===== src/rtl/uart_tx.sv =====
// UART transmitter: one-entry holding buffer feeding a start/data/parity/stop
// serialiser with a registered, idle-high serial line.
module uart_tx #(
  parameter int CLKS_PER_BIT = 16,
  parameter int PARITY_EN    = 0,
  parameter int PARITY_ODD   = 0,
  parameter int STOP_BITS    = 1
) (
  input  logic       clk,
  input  logic       rst_n,
  input  logic [7:0] data_in,
  input  logic       data_valid,
  output logic       ready,
  output logic       data_out,
  output logic       busy,
  output logic       done
);

  localparam int STOP_CLKS = STOP_BITS * CLKS_PER_BIT;
  localparam int CNT_W     = (STOP_CLKS > 2) ? $clog2(STOP_CLKS) : 1;
  localparam logic [CNT_W-1:0] BIT_LAST  = CNT_W'(CLKS_PER_BIT - 1);
  localparam logic [CNT_W-1:0] STOP_LAST = CNT_W'(STOP_CLKS - 1);

  typedef enum logic [2:0] {
    IDLE   = 3'd0,
    START  = 3'd1,
    DATA   = 3'd2,
    PARITY = 3'd3,
    STOP   = 3'd4
  } state_t;

  state_t state, state_d;

  logic             buf_full, buf_full_d;
  logic [7:0]       buf_data, buf_data_d;
  logic [7:0]       shift_reg, shift_d;
  logic             parity_bit, parity_d;
  logic [CNT_W-1:0] cnt, cnt_d;
  logic [2:0]       bit_idx, bit_idx_d;
  logic             data_out_d;
  logic             done_d;

  logic bit_end;
  logic stop_end;
  logic load;

  assign bit_end  = (cnt == BIT_LAST);
  assign stop_end = (cnt == STOP_LAST);
  // A frame is loaded whenever the FSM enters START, from IDLE or straight out of STOP.
  assign load     = (state_d == START) && (state != START);

  // NOTE: sequential state uses non-blocking assignments so every register
  // samples the pre-edge values of its neighbours.
  always_ff @(posedge clk or negedge rst_n) begin
    if (!rst_n) begin
      state <= IDLE;
    end else begin
      state <= state_d;
    end
  end

  // NOTE: each combinational block assigns a default to every output first,
  // so no path through the case statement can infer a latch.
  always_comb begin
    state_d = state;
    case (state)
      IDLE:    if (buf_full) state_d = START;
      START:   if (bit_end) state_d = DATA;
      DATA:    if (bit_end && (bit_idx == 3'd7)) state_d = (PARITY_EN != 0) ? PARITY : STOP;
      PARITY:  if (bit_end) state_d = STOP;
      STOP:    if (stop_end) state_d = buf_full ? START : IDLE;
      default: state_d = IDLE;
    endcase
  end

  always_comb begin
    buf_full_d = buf_full;
    buf_data_d = buf_data;
    shift_d    = shift_reg;
    parity_d   = parity_bit;
    cnt_d      = cnt;
    bit_idx_d  = bit_idx;
    data_out_d = 1'b1;
    done_d     = 1'b0;

    // The buffer is full whenever load is high, so accept and load never collide.
    if (load) begin
      buf_full_d = 1'b0;
      shift_d    = buf_data;
      parity_d   = (^buf_data) ^ (PARITY_ODD != 0);
    end else if (data_valid && !buf_full) begin
      buf_full_d = 1'b1;
      buf_data_d = data_in;
    end

    if ((state == IDLE) || (state_d != state) || ((state == DATA) && bit_end)) begin
      cnt_d = '0;
    end else begin
      cnt_d = cnt + CNT_W'(1);
    end

    if (state != DATA) begin
      bit_idx_d = 3'd0;
    end else if (bit_end) begin
      bit_idx_d = bit_idx + 3'd1;
      shift_d   = shift_reg >> 1;
    end

    case (state_d)
      START:   data_out_d = 1'b0;
      DATA:    data_out_d = ((state == DATA) && bit_end) ? shift_reg[1] : shift_reg[0];
      PARITY:  data_out_d = parity_bit;
      default: data_out_d = 1'b1;
    endcase

    done_d = (state == STOP) && stop_end;
  end

  // NOTE: the datapath registers are reset as well as the control, so a
  // byte discarded by reset can never reappear on the line afterwards.
  always_ff @(posedge clk or negedge rst_n) begin
    if (!rst_n) begin
      buf_full   <= 1'b0;
      buf_data   <= 8'h00;
      shift_reg  <= 8'h00;
      parity_bit <= 1'b0;
      cnt        <= '0;
      bit_idx    <= 3'd0;
      data_out   <= 1'b1;
      done       <= 1'b0;
    end else begin
      buf_full   <= buf_full_d;
      buf_data   <= buf_data_d;
      shift_reg  <= shift_d;
      parity_bit <= parity_d;
      cnt        <= cnt_d;
      bit_idx    <= bit_idx_d;
      data_out   <= data_out_d;
      done       <= done_d;
    end
  end

  assign ready = !buf_full;
  assign busy  = (state != IDLE);

endmodule

===== config.mk =====
export PLATFORM = sky130hd
export DESIGN_NAME = uart_tx
export DESIGN_NICKNAME = d
export VERILOG_FILES = /design/src/rtl/uart_tx.sv
export SDC_FILE = /design/constraint.sdc
export NUM_CORES = 1
export LEC_CHECK = 0
export ABC_AREA = 1
export BUFFER_PORTS_ARGS = -buffer_cell sky130_fd_sc_hd__buf_2
export CORE_ASPECT_RATIO = 0.7
export CORE_UTILIZATION = 30
export DETAILED_ROUTE_END_ITERATION = 8
export GPL_TIMING_DRIVEN = 1
export HOLD_SLACK_MARGIN = 0.15
export PLACE_DENSITY = 0.46
export SETUP_SLACK_MARGIN = 0.05
export SLEW_MARGIN = 40
export SYNTH_ARGS = -nofsm -noshare
export SYNTH_HDL_FRONTEND = slang
export SYNTH_SLANG_ARGS = --single-unit
export TNS_END_PERCENT = 5

===== constraint.sdc =====
create_clock -name clk -period 1.7 [get_ports clk]
set_clock_uncertainty 0.1 [all_clocks]
set_input_delay 0.34 -clock clk [delete_from_list [all_inputs] [get_ports clk]]
set_output_delay 0.34 -clock clk [all_outputs]
set_load 0.05 [all_outputs]

Word-level counts from Yosys, hierarchy flattened
Cells that the tools add are included.
- register bits after elaboration: 30
- word-level logic and storage cells: 55
- input port bits: 11
- memories kept: 0
- RAM bits: 0
- memory bits (read-only): 0
- output and inout port bits: 4
- bits in latches: 0
- $add $sub $neg: 2
- muxes and demuxes: 17
- divide/modulo/power cells: 0
- bitwise operators: 1
- reduce and logical (&&, ||, !) cells: 14
- multiply operators: 0
- shift-type cells: 0
- eq/ne operators: 12
- order comparisons: 0
- operator list (kind ; count):
    8-bit 2-to-1 mux ; 3
    3-bit 2-to-1 mux ; 7
    3-bit one-hot mux with 5 select lines ; 1
    3-bit by 2-bit equality test with 1-bit output (second input constant) ; 4
    8-bit XOR reduction ; 1
    3-bit by 1-bit equality test with 1-bit output (second input constant) ; 2
    3-bit equality test (second input constant) ; 2
    1-bit logical AND ; 5
    4-bit by 1-bit adder with 4-bit output (second input constant) ; 1
    4-bit equality test (second input constant) ; 1
    1-bit 2-to-1 mux ; 4
    4-bit 2-to-1 mux ; 1
    2-bit nonzero test ; 2
    3-bit by 1-bit adder with 3-bit output (second input constant) ; 1
    3-bit zero test ; 1
    3-bit by 1-bit != test with 1-bit output (second input constant) ; 1
    3-bit by 2-bit != test with 1-bit output (second input constant) ; 1
    3-bit != test ; 1
    1-bit one-hot mux with 3 select lines ; 1
    3-bit nonzero test ; 1
    1-bit logical OR ; 2
    2-bit AND reduction ; 1
    1-bit zero test ; 1
    1-bit NOT ; 1

Logic depth before layout (Yosys ltp)
- word-level depth: 9
- gate-level depth with buffers: 9
- mapped depth without buffers: 9

Worst setup path after synthesis
OpenSTA, ideal clock, no wires.
- path type: register to register
- start point: register buf_full
- end point: register buf_data[0]
- data required time: 1.475 ns
- period minus slack after synthesis: 1.593 ns
- cell stages (with the launch flop): 4
- arrival: 1.368 ns
- slack: 0.107 ns
- cell sequence: dfrtp_1 -> inv_1 -> nand2_1 -> mux2_2
- elaborated cells on any way between the ends: 10
- those cells by class: eq/ne: 1; mux: 4; bitwise: 1; reduce/logical: 4
- RTL lines (item ; RTL line ; RTL):
    start: declaration ; 34 ; logic buf_full, buf_full_d;
    start signal: assignment ; 132 ; buf_full <= buf_full_d;
    1-bit zero test ; n/a ;
    via ready ; 13 ; output logic ready,
    1-bit logical AND ; 91 ; end else if (data_valid && !buf_full) begin
    2-bit AND reduction (no line) ; n/a ;
    end signal: assignment ; 133 ; buf_data <= buf_data_d;
    end: declaration ; 35 ; logic [7:0] buf_data, buf_data_d;
The timed path passes the listed nets, and every way through them passes these cells.
A chain may end at the register's enable or synchronous reset.

Worst setup path after layout
- start point: register buf_full
- end point: output port ready
- longest elaborated chain between the ends: 1
- ends and longest elaborated chain (item ; RTL line ; RTL):
    1-bit zero test ; 143 ; assign ready = !buf_full;
    end: declaration ; 13 ;
Every way passes these cells.

==> results.toml <==
[final_layout]
final_net_count = 211
layout-drive-gt1-share = 0.303
syn_to_final_growth_pct = 25.0
finalNonFillerCells = 267
design_area_sq_mm = 0.00189
filler_cell_count = 483
multiInputGateArea_sq_um = 759
antenna_fix_cells = 0
area.sequential_sq_um = 754

[die]
ios = 15
design.core.area_sq_mm = 0.00481
design.die.area_sq_mm = 0.00534
die_w_um = 86.9
die_height_um = 61.4
rows = 21
initial_utilization = 0.315

[grt]
number_of_antenna_violations_at_the_first_check_in_global_routing = 0
grt_overflow = 0
grt_start_max_net_pins = 31
total_routing_usage_reported_by_global_routing = 0.123
vias_in_the_first_global_route = 1001
grt_first_pass_wirelength_um = 4730

[setup_path]
timing.rr.end = "parity_bit"
slowest_delay_ps = 430
path_class = "reg2out"
cell_count_of_the_worst_reg_to_reg_path = 8
critical_path.endpoint_type = "output port"
rrSetupSlack_ps = 160
timing.critical_path.fanout_max = 5
critPathLaunchType = "register"
worst_path_slowest_cell = "sky130_fd_sc_hd__dfrtp_1"
crit-reg2reg-launch = "cnt[0]"
data_required_time_at_the_worst_endpoint_ps = 1260
timing.critical_path.cells = "inv_1 -> buf_2"
critical_path_arrival_ps = 1150

[synth]
synth-compound-area-share = 0.0603
syn-num-nets = 185
synth_seq_cells = 30
synthesis.area_per_instance_sq_um = 8.85
synth-seq-area-share = 0.497
number_of_warning_messages_in_the_yosys_log = 0
yosys-mux-area-fraction = 0.0595
synthXorXnorAreaFrac = 0.0521
simple_logic_cell_fraction_of_the_synthesized_area = 0.257
post_synth_instance_area_sq_mm = 0.00151
netlist-cell-type-count = 28
synth_adder_area_share = 0.0248
synthCells = 171
synth_top_family_by_area = "simple AND/OR/NAND/NOR gates"

[place]
place.port_buffers = 14
placedCellCount = 254
dp_slack_ps = -23.9
dpl.hpwl_um = 2070
detailed_place.area_sq_mm = 0.00167
gp_routability_congestion = 0.796

[detailed_routing]
dr.first_iter.drc_count = 74
postRouteAntennaNets = 0
remaining_routing_drc_violations = 0
via_per_inst = 4.31
drt_wl_total_um = 2900
detailroute.via_count = 1151
post_drt_wl_per_cell_um = 10.9
drt-pass1-iter-count = 4

[timing]
min_period_over_period = 0.932
max_slew_margin = 0.558
clock.fmax_mhz = 631
final_period_minus_worst_setup_slack_ps = 1590
drv_slew = 0
worst_slack_ps = 115
final_hold_viol_count = 0
max_slew.worst_pin.slew_ps = 662
final-setup-viol-count = 0
unrepaired_setup_endpoints_after_global_routing = "yes"

[clock_tree]
htreeDepth = 2
clkSinkCount = 30
cts.clk_slew.worst_paths_ps = 70
cell_at_the_root_of_the_clock_tree = "sky130_fd_sc_hd__clkbuf_8"
worst_skew_pair.late_latency_ps = 280
number_of_buffers_added_by_the_clock_tree_synthesis_step = 5
cts_tree = "yes"
clockBufferDepth = 2

[power_and_ir_drop]
power_leakage_uw = 0.000934
maximum_resistive_drop_on_vdd_uv = 544
power-per-cell-area_mw_per_mm2 = 1010

[min_path]
hold_end = "buf_data[2]"
hold_depth = 2
hold_path_startpoint = "data_in[2]"
worst_hold_path_type = "in2reg"

[run]
drv.max_cap_violation_count = 0

[run_status]
run_status = "finished, final reports clean"
==> power by group <==
group	switching, uW	internal (uW)
clock	256	438
combinational	158	182
sequential	92.8	786
==> cell type report <==
type | count | share of cell area
Timing Repair Buffer | 20 | 0.0655
Inverter | 15 | 0.0324
Tap cell | 69 | 0.0456
Sequential cell | 30 | 0.399
Clock inverter | 1 | 0.0159
Clock buffer | 7 | 0.0403
Multi-Input combinational cell | 125 | 0.401
==> worst max-delay path: cells and delay by family (launching register included) <==
| family | cells | cell delay, ps |
|---|---|---|
| buf+inv | 2 | 440 |
| flops | 1 | 430 |
==> per-layer routing <==
| metal | share of wire | GRT usage |
|---|---|---|
| met1 | 0.53 | 0.169 |
| met2 | 0.41 | 0.170 |
| met3 | 0.039 | 0.0349 |
| met4 | 0.020 | 0.0786 |
| met5 | 0 | 0 |
==> worst max path at each step <==
stage | from | to
after global placement | cnt[0] | shift_reg[4]
after detailed placement | cnt[0] | shift_reg[5]
after CTS | cnt[0] | cnt[2]
final | buf_full | ready
after global routing | cnt[0] | cnt[2]
after floorplan | buf_full | buf_data[0]
==> Yosys cell counts <==
cell,n,area share
sky130_fd_sc_hd__dfrtp_1,29,0.48
sky130_fd_sc_hd__ha_1,3,0.025
sky130_fd_sc_hd__nand3_2,2,0.013
sky130_fd_sc_hd__a21oi_1,1,0.0033
sky130_fd_sc_hd__inv_2,2,0.0050
sky130_fd_sc_hd__o21ai_1,1,0.0033
sky130_fd_sc_hd__nand2_2,2,0.0083
sky130_fd_sc_hd__inv_1,13,0.032
sky130_fd_sc_hd__o21ai_0,4,0.013
sky130_fd_sc_hd__nand4_2,1,0.0083
sky130_fd_sc_hd__mux2_2,8,0.060
sky130_fd_sc_hd__a21oi_2,1,0.0058
sky130_fd_sc_hd__xor2_1,4,0.023
sky130_fd_sc_hd__nand2_1,61,0.15
sky130_fd_sc_hd__o21bai_2,1,0.0074
sky130_fd_sc_hd__or2_2,1,0.0041
sky130_fd_sc_hd__nor3_1,1,0.0033
sky130_fd_sc_hd__nor2_2,3,0.012
sky130_fd_sc_hd__o21ai_2,2,0.012
sky130_fd_sc_hd__a22o_1,2,0.012
sky130_fd_sc_hd__dfstp_2,1,0.017
sky130_fd_sc_hd__xnor2_1,5,0.029
sky130_fd_sc_hd__nand2b_1,1,0.0041
sky130_fd_sc_hd__nor2_1,13,0.032
sky130_fd_sc_hd__o22ai_1,1,0.0041
sky130_fd_sc_hd__nand3_1,6,0.020
sky130_fd_sc_hd__buf_6,1,0.0074
sky130_fd_sc_hd__buf_4,1,0.0050
==> through the flow <==
stage / hold WS (ps) / setup TNS, ps / utilization / total power, uW
6_report: 187 / 0 / 0.393 / 1910
5_1_grt: 184 / 0 / 0.393 / 2040
4_1_cts: 176 / 0 / 0.375 / 1950
3_5_place_dp: 326 / -66.4 / 0.347 / 1230
3_3_place_gp: 316 / 0 / 0.347 / 1230
2_1_floorplan: -55.6 / 0 / - / 1150
==> kinds of logic after synthesis <==
logic type | count (synthesis)
flops | 30
simple gates | 91
compound gates | 13
fa+ha+maj | 3
buf+inv | 17
mux | 8
xor+xnor | 9
==> layout by cell type (no fill, tap or decap), types with 2 or more instances in the layout <==
cell and instances:
sky130_fd_sc_hd__buf_2 13, sky130_fd_sc_hd__mux2_2 8, sky130_fd_sc_hd__nand2_2 6, sky130_fd_sc_hd__nor2_1 11, sky130_fd_sc_hd__clkbuf_8 5, sky130_fd_sc_hd__o21ai_0 4
sky130_fd_sc_hd__inv_2 2, sky130_fd_sc_hd__nor2_4 2, sky130_fd_sc_hd__xor2_1 4, sky130_fd_sc_hd__nor2_2 3, sky130_fd_sc_hd__nand2_1 57, sky130_fd_sc_hd__inv_1 12
sky130_fd_sc_hd__xnor2_1 5, sky130_fd_sc_hd__a22o_1 2, sky130_fd_sc_hd__ha_1 2, sky130_fd_sc_hd__buf_4 5, sky130_fd_sc_hd__clkbuf_1 2, sky130_fd_sc_hd__dfrtp_2 2
sky130_fd_sc_hd__o21ai_2 2, sky130_fd_sc_hd__dfrtp_1 27, sky130_fd_sc_hd__nand3_1 6
==> repair_timing <==
| item | in CTS | in global routing |
|---|---|---|
| gates resized for setup | 4 | 17 |
| hold buffers | 1 | 0 |
| setup buffers | 0 | 3 |
| endpoints found under the hold margin | 29 | 0 |
| cloned | 0 | 1 |
| pin swaps | 0 | 8 |
| endpoints found under the setup margin | 9 | 16 |
Note: power is estimated with default switching activity, not from simulation.
